## src/rtl/mesh_term_injector_if.sv

```systemverilog
// Write-side and router-side signal bundle for mesh_term_injector.
// The slave modport is the injector itself; the master modport is the traffic source / router model.
interface mesh_term_injector_if #(
  parameter int pckg_sz    = 40,
  parameter int fifo_depth = 4
);
  localparam int CW = $clog2(fifo_depth + 1);

  // Handshake: the source asserts wr_en for one cycle per packet and must watch full itself.
  // A push while full is dropped and recorded in overflow.
  // Toward the router, pndng_i_in is the valid and data_out_i_in the head word.
  // popin is a one-cycle pulse meaning the head was taken; the next head appears one cycle later.
  // A popin with nothing pending is dropped and recorded in underflow.
  logic                  wr_en;
  logic [3:0]            dst_row;
  logic [3:0]            dst_colum;
  logic                  mode;
  logic [pckg_sz-18:0]   payload;
  logic                  full;
  logic [CW-1:0]         count;
  logic                  overflow;
  logic                  underflow;
  logic                  bad_dst;
  logic                  pndng_i_in;
  logic [pckg_sz-1:0]    data_out_i_in;
  logic                  popin;

  modport master (
    output wr_en, dst_row, dst_colum, mode, payload, popin,
    input  full, count, overflow, underflow, bad_dst, pndng_i_in, data_out_i_in
  );

  modport slave (
    input  wr_en, dst_row, dst_colum, mode, payload, popin,
    output full, count, overflow, underflow, bad_dst, pndng_i_in, data_out_i_in
  );
endinterface

```

## src/rtl/mesh_term_injector.sv

```systemverilog
// Terminal injection FIFO feeding one external port of the mesh router.
// Optional destination legality check is enabled by defining INJ_ADDR_CHK_EN.
module mesh_term_injector #(
  parameter int ROWS       = 4,
  parameter int COLUMS     = 4,
  parameter int pckg_sz    = 40,
  parameter int fifo_depth = 4
) (
  input  logic                   clk,
  input  logic                   reset,
  mesh_term_injector_if.slave    bus
);

  localparam int CW = $clog2(fifo_depth + 1);
  localparam int PW = (fifo_depth > 1) ? $clog2(fifo_depth) : 1;
  localparam logic [CW-1:0] COUNT_FULL = CW'(fifo_depth);
  localparam logic [PW-1:0] PTR_LAST   = PW'(fifo_depth - 1);

  // The header only has 4-bit row/column fields, so the mesh plus its border must fit in 0..15.
  if (pckg_sz < 18 || fifo_depth < 2 || ROWS < 1 || ROWS > 14 ||
      COLUMS < 1 || COLUMS > 14) begin : g_bad_params
    $error("mesh_term_injector: unsupported parameter set");
  end

  logic [pckg_sz-1:0] mem [fifo_depth];
  logic [PW-1:0]      rd_ptr;
  logic [PW-1:0]      wr_ptr;
  logic [CW-1:0]      count_q;
  logic [CW-1:0]      count_nxt;
  logic               overflow_q;
  logic               underflow_q;

  logic [pckg_sz-1:0] pkt;
  logic               full_w;
  logic               empty_w;
  logic               dst_legal;
  logic               push_ok;
  logic               pop_ok;
  logic               push_rej_full;
  logic               pop_rej_empty;

  assign pkt     = {8'h00, bus.dst_row, bus.dst_colum, bus.mode, bus.payload};
  assign full_w  = (count_q == COUNT_FULL);
  assign empty_w = (count_q == '0);

`ifdef INJ_ADDR_CHK_EN
  logic row_edge;
  logic col_edge;
  logic row_in;
  logic col_in;
  logic push_rej_dst;
  logic bad_dst_q;

  // Terminals sit on the border ring just outside the ROWS x COLUMS router grid, corners excluded.
  assign row_edge  = (bus.dst_row == 4'd0) || (int'(bus.dst_row) == ROWS + 1);
  assign col_edge  = (bus.dst_colum == 4'd0) || (int'(bus.dst_colum) == COLUMS + 1);
  assign row_in    = (int'(bus.dst_row) >= 1) && (int'(bus.dst_row) <= ROWS);
  assign col_in    = (int'(bus.dst_colum) >= 1) && (int'(bus.dst_colum) <= COLUMS);
  assign dst_legal = (row_edge && col_in) || (col_edge && row_in);
  assign push_rej_dst = bus.wr_en && !dst_legal;

  always_ff @(posedge clk) begin
    if (reset) begin
      bad_dst_q <= 1'b0;
    end else if (push_rej_dst) begin
      bad_dst_q <= 1'b1;
    end
  end

  assign bus.bad_dst = bad_dst_q;
`else
  assign dst_legal   = 1'b1;
  assign bus.bad_dst = 1'b0;
`endif

  // full comes from registered count, so a same-cycle pop never makes room for a push.
  assign push_ok       = bus.wr_en && !full_w && dst_legal;
  assign pop_ok        = bus.popin && !empty_w;
  assign push_rej_full = bus.wr_en && full_w;
  assign pop_rej_empty = bus.popin && empty_w;

  always_comb begin
    count_nxt = count_q;
    case ({push_ok, pop_ok})
      2'b10:   count_nxt = count_q + 1'b1;
      2'b01:   count_nxt = count_q - 1'b1;
      default: count_nxt = count_q;
    endcase
  end

  always_ff @(posedge clk) begin
    if (reset) begin
      rd_ptr  <= '0;
      wr_ptr  <= '0;
      count_q <= '0;
    end else begin
      count_q <= count_nxt;
      if (push_ok) begin
        wr_ptr <= (wr_ptr == PTR_LAST) ? '0 : wr_ptr + 1'b1;
      end
      if (pop_ok) begin
        rd_ptr <= (rd_ptr == PTR_LAST) ? '0 : rd_ptr + 1'b1;
      end
    end
  end

  always_ff @(posedge clk) begin
    if (!reset && push_ok) begin
      mem[wr_ptr] <= pkt;
    end
  end

  always_ff @(posedge clk) begin
    if (reset) begin
      overflow_q  <= 1'b0;
      underflow_q <= 1'b0;
    end else begin
      if (push_rej_full) begin
        overflow_q <= 1'b1;
      end
      if (pop_rej_empty) begin
        underflow_q <= 1'b1;
      end
    end
  end

  assign bus.full          = full_w;
  assign bus.count         = count_q;
  assign bus.overflow      = overflow_q;
  assign bus.underflow     = underflow_q;
  assign bus.pndng_i_in    = !empty_w;
  assign bus.data_out_i_in = empty_w ? '0 : mem[rd_ptr];

endmodule

```

## src/flat_wrapper.sv

```systemverilog
// flat-port wrapper written by rule: the top's interface ports become plain ports
module mesh_term_injector_flat 
#(
  parameter int ROWS       = 4,
  parameter int COLUMS     = 4,
  parameter int pckg_sz    = 40,
  parameter int fifo_depth = 4
)
  (clk, reset, bus_wr_en, bus_dst_row, bus_dst_colum, bus_mode, bus_payload, bus_popin, bus_full, bus_count, bus_overflow, bus_underflow, bus_bad_dst, bus_pndng_i_in, bus_data_out_i_in);
  mesh_term_injector_if #(.pckg_sz(pckg_sz), .fifo_depth(fifo_depth)) bus_i ();
  input  logic clk;
  input  logic reset;
  input wire logic [$bits(bus_i.wr_en)-1:0] bus_wr_en;
  input wire logic [$bits(bus_i.dst_row)-1:0] bus_dst_row;
  input wire logic [$bits(bus_i.dst_colum)-1:0] bus_dst_colum;
  input wire logic [$bits(bus_i.mode)-1:0] bus_mode;
  input wire logic [$bits(bus_i.payload)-1:0] bus_payload;
  input wire logic [$bits(bus_i.popin)-1:0] bus_popin;
  output wire logic [$bits(bus_i.full)-1:0] bus_full;
  output wire logic [$bits(bus_i.count)-1:0] bus_count;
  output wire logic [$bits(bus_i.overflow)-1:0] bus_overflow;
  output wire logic [$bits(bus_i.underflow)-1:0] bus_underflow;
  output wire logic [$bits(bus_i.bad_dst)-1:0] bus_bad_dst;
  output wire logic [$bits(bus_i.pndng_i_in)-1:0] bus_pndng_i_in;
  output wire logic [$bits(bus_i.data_out_i_in)-1:0] bus_data_out_i_in;
  assign bus_i.wr_en = bus_wr_en;
  assign bus_i.dst_row = bus_dst_row;
  assign bus_i.dst_colum = bus_dst_colum;
  assign bus_i.mode = bus_mode;
  assign bus_i.payload = bus_payload;
  assign bus_i.popin = bus_popin;
  assign bus_full = bus_i.full;
  assign bus_count = bus_i.count;
  assign bus_overflow = bus_i.overflow;
  assign bus_underflow = bus_i.underflow;
  assign bus_bad_dst = bus_i.bad_dst;
  assign bus_pndng_i_in = bus_i.pndng_i_in;
  assign bus_data_out_i_in = bus_i.data_out_i_in;
  mesh_term_injector #(.ROWS(ROWS), .COLUMS(COLUMS), .pckg_sz(pckg_sz), .fifo_depth(fifo_depth)) u_core (.clk(clk), .reset(reset), .bus(bus_i));
endmodule
```

## config.mk

```make
export PLATFORM = sky130hd
export DESIGN_NAME = mesh_term_injector_flat
export DESIGN_NICKNAME = d
export VERILOG_FILES = /design/src/rtl/mesh_term_injector_if.sv /design/src/rtl/mesh_term_injector.sv /design/src/flat_wrapper.sv
export SDC_FILE = /design/constraint.sdc
export NUM_CORES = 1
export LEC_CHECK = 0
export BUFFER_PORTS_ARGS = -buffer_cell sky130_fd_sc_hd__buf_2
export CORE_ASPECT_RATIO = 1.4
export CORE_UTILIZATION = 56
export DETAILED_ROUTE_END_ITERATION = 8
export GPL_ROUTABILITY_DRIVEN = 1
export PLACE_DENSITY_LB_ADDON = 0.1
export SLEW_MARGIN = 0
export SYNTH_ARGS = -nofsm -noshare
export SYNTH_HDL_FRONTEND = slang
export SYNTH_SLANG_ARGS = --single-unit
```

## constraint.sdc

```tcl
create_clock -name clk -period 5.3 [get_ports clk]
set_clock_uncertainty 0.1 [all_clocks]
set_input_delay 0.795 -clock clk [delete_from_list [all_inputs] [get_ports clk]]
set_output_delay 0.795 -clock clk [all_outputs]
set_load 0.005 [all_outputs]
```

**After elaboration in Yosys (flattened, before gate mapping)**

Memories as Yosys holds them, arrays and structs flattened. A register that Yosys moved wholly into a read port is not among the register bits.
Cells that the tools add are included.

- $add $sub $neg: 4
- Equal/unequal tests: 5
- Reductions and logical operators: 10
- Multiplexer cells: 8

Operators by type and width:

| operator | number |
|---|---|
| 40-bit two-way mux | 1 |
| 2-bit two-way mux | 4 |
| 2-bit == test, second input constant | 3 |
| 3-bit case mux with 2 select lines | 1 |
| 1-bit logical AND | 5 |
| 2-bit by 1-bit adder with 2-bit output, second input constant | 2 |
| 3-bit by 1-bit adder with 3-bit output, second input constant | 1 |
| 3-bit == test, second input constant | 1 |
| 1-bit zero test | 3 |
| 3-bit zero test | 1 |
| 3-bit by 1-bit subtractor with 3-bit output, second input constant | 1 |
| 2-bit by 1-bit == test with 1-bit output, second input constant | 1 |
| 1-bit two-way mux | 2 |
| 2-bit nonzero test | 1 |

- Logic and storage cells: 33
- Bits of input ports: 36
- Output and inout port bits: 48
- Memory bits (writable): 128
- Memories: 1
- Register bits: 9

Memory list:

| memory | depth | bits a word | read ports | clocked after Yosys merged registers in | write ports | RTL line | RTL |
|---|---|---|---|---|---|---|---|
| u_core.mem | 4 | 32 | 1 | 1 | 1 | mesh_term_injector.sv:25 | `logic [pckg_sz-1:0] mem [fifo_depth];` |

**Longest topological paths before layout**

- Depth in word-level cells: 6
- Mapped depth: 9
- Gate-level depth less buffers: 8

**Worst setup path before layout**

OpenSTA, ideal clock, no wires.

- Path kind: input port to flip-flop
- Start point: in reset
- End point: mem u_core.mem[3][0] (netlist name) (enable)
- Cell stages on the path: 2
- Library setup time: 0.468 ns
- Buffers on the path: 1
- Required time: 4.732 ns
- Arrival time: 3.417 ns
- Path slack: 1.315 ns
- Cells stage by stage: buf_1 nor3b_1

- Cells in the longest elaborated chain, start to end: 4

RTL lines:

| element | RTL line | RTL |
|---|---|---|
| start, declared | flat_wrapper.sv:12 | `input logic reset;` |
| 1-bit zero test | mesh_term_injector.sv:108 | `if (!reset && push_ok) begin` |
| 1-bit logical AND | mesh_term_injector.sv:108 |  |
| 1-bit two-way mux | mesh_term_injector.sv:108 |  |
| 1-bit two-way mux (implied by the code) | mesh_term_injector.sv:109 | `mem[wr_ptr] <= pkt;` |
| end, declared | mesh_term_injector.sv:25 |  |

No other way between the ends.

==> metrics.txt <==
dpl hpwl=5.47 mm; setup TNS=0 ns; Worst setup EP type=primary output; total CTS buffers=17; Worst-Skew Late Latency=0.39 ns; WL met3=385 um; Mean Syn Cell Area=20.0 sq um; synth unique cells=28; PwrDens=468 nW/um^2; crit-path max cell delay=0.75 ns; CTS resizes=0; Clk pin slew, worst setup/hold paths=0.05 ns; # DRC=0; drt pass-1 iters=4; ys flop type=edfxtp_1; top sig layer=met4; Max Cap Violations=0; P_leak=0.00228 uW; post-CTS setup buffer count=0; total wire length=9.09 mm; All-Layer GR Usage=0.196; gpl congestion=0.683; min Tclk post-route=3.35 ns; worst path cell trace=buf_4 -> mux4_2 -> nor2b_1 -> buf_2; cell taking the most area after synthesis=edfxtp_1; finished layout cell area=6430 sq um; Async SR Flop Fraction=0; TritonCTS Sinks=139; critical path's top delay family=flip-flops; unrepaired setup endpoints after global routing=false; WL met1=3.69 mm; CP arrival=2.45 ns; XOR/XNOR Fraction of Synth Area=0.00321; Setup crit start kind=register; Root Buffer=clkbuf_16; Core Area=9460 sq um; Final Max Slew Viols=0; htree depth=4; largest family of logic cells by synthesized area=multiplexers; CP required=4.41 ns; DIE AREA=10200 sq um; share of layout cells above drive strength 1=0.399; Worst Tran Pin Value=0.889 ns; Tcrit/Tclk final=0.632; NumNets Final=402; Hold WC Path Type=reg -> reg; Placed Area=5930 sq um; initial antenna violation count=0; most frequent cells after synthesis=edfxtp_1 (128), mux4_2 (32), nor2b_1 (32); gr ovfl total=0; Routed Antenna Nets=0; Synth top area share=0.703; fin util=0.679; CTS tree=yes; fin worst setup slack=1.95 ns; Syn Std Cell Area=5460 sq um; Die Y=119 um; CP max-delay cell=dfxtp_2; Synth Area in Compound Gates=0.0137; wire per inst=18.9 um; routed wl met2=4.94 mm; Initial Utilization=0.578; PortBufs=74; Area Growth Syn to Fin=17.6%; I/O pins=84; Post-CTS Hold Buffers=0; Gate Count Post-Synth=273; setup slack after placement=2.28 ns; worst-case hold slack=0.378 ns; number of synthesized flops with an enable pin=128; WP buf/inv=2; Synth Area in Adders=0.0174; Vias/cell=5.54; largest fanout on the critical path=18; Max Root-Sink Buffers=2; Synth Area in Simple Gates=0.0559; maximum clock rate=299 MHz; first-pass GRT wire length=14.3 mm; Peak VDD IR=0.000305 V; DRT iter0 DRCs=175; vias in the first global route=2775; final setup fails=0; Die X=85.5 um; Synth area leaders=edfxtp_1 (70%), mux4_2 (13%), dfxtp_1 (4.0%), nor2b_1 (3.7%), ha_1 (1.4%); Final Hold Vio Count=0; Diodes inserted=0; largest net degree at the start of global routing=33; relative slew slack=0.407; WS Path Type=reg -> out; number of fill cells=643; row cnt=42; sequential fraction of the synthesis area=0.744; count leader, synth=edfxtp_1; Yosys warning count=0; Synth Register Bits=139; via count=2667; status=finished, final reports clean; post-synthesis mux area share=0.134
[final timing paths]
check | startpoint | end | cells past startpoint | slack (ns)
hold / removal | u_core.bus.overflow | u_core.bus.overflow | 2 | 0.38
hold reg to reg | u_core.bus.overflow | u_core.bus.overflow | 2 | 0.38
setup / recovery | register | bus_data_out_i_in[30] | 4 | 1.95
setup reg to reg | u_core.bus.count[0] | u_core.mem[3][10] | 4 | 2.57
[routing by layer]
layer / vias to the layer above / global-route usage
met5: - / 0
met4: 0 / 0.0698
met3: 8 / 0.0568
met2: 79 / 0.338
met1: 1356 / 0.235
li1: 1224 / -
[cell families (layout without fill, tap and decap cells)]
group / Yosys count / after routing
compound gates: 11 / 11
mux: 33 / 33
simple gates: 51 / 51
flops: 139 / 139
xor+xnor: 2 / 2
buf+inv: 29 / 119
fa+ha+maj: 7 / 7
other cells: 1 / 9
[state kept, by name, summed over array words and instances, names as in the netlist, named ones only]
register and cells:
u_core.mem 128, u_core.bus.count 3, u_core.rd_ptr 2, u_core.wr_ptr 2, u_core.bus.overflow 1, u_core.bus.underflow 1
[report_power, final]
part           total, uW  internal, uW  switching (uW)
Combinational        684           355             329
Sequential          1350          1270            76.9
Clock                975           583             393
[placed cells by master, fill, tap and decap left out, drive strengths merged]
cell type and n:
or3b 1, nor3 1, clkinv 9, o31ai 1
a21oi 7, dfxtp 11, a21o 2, nor3b 4
clkinvlp 2, nand2 2, xor2 2, or3 2
inv 8, mux2i 1, nand3 2, clkbuf 20
nor2b 32, mux4 32, conb 9, nor2 7
buf 80, ha 6, o21ai 1, edfxtp 128
fa 1
[metrics by stage]
step,power [uW],instances
after floorplan,1800,281
after global placement,2060,450
after detailed placement,2070,450
after CTS,3040,481
after global routing,3150,481
final,3010,481
[worst register-to-register path, cell delays in order (launching register included)]
cell and delay [ns]:
dfxtp_1 0.47, or3b_1 0.30, nand2_1 0.23, nor3b_2 0.78, buf_4 0.49
[layout make-up]
class	instances	area (sq um)	area share
clock buffers	20	437	0.0680
well taps	110	138	0.0214
flip-flops and latches	139	4070	0.633
repair buffers	80	415	0.0646
clock inverters	11	56.3	0.00876
multi-input cells	113	1280	0.200
inverters	8	30.0	0.00467
No activity file was read; power rests on OpenSTA's default activity.
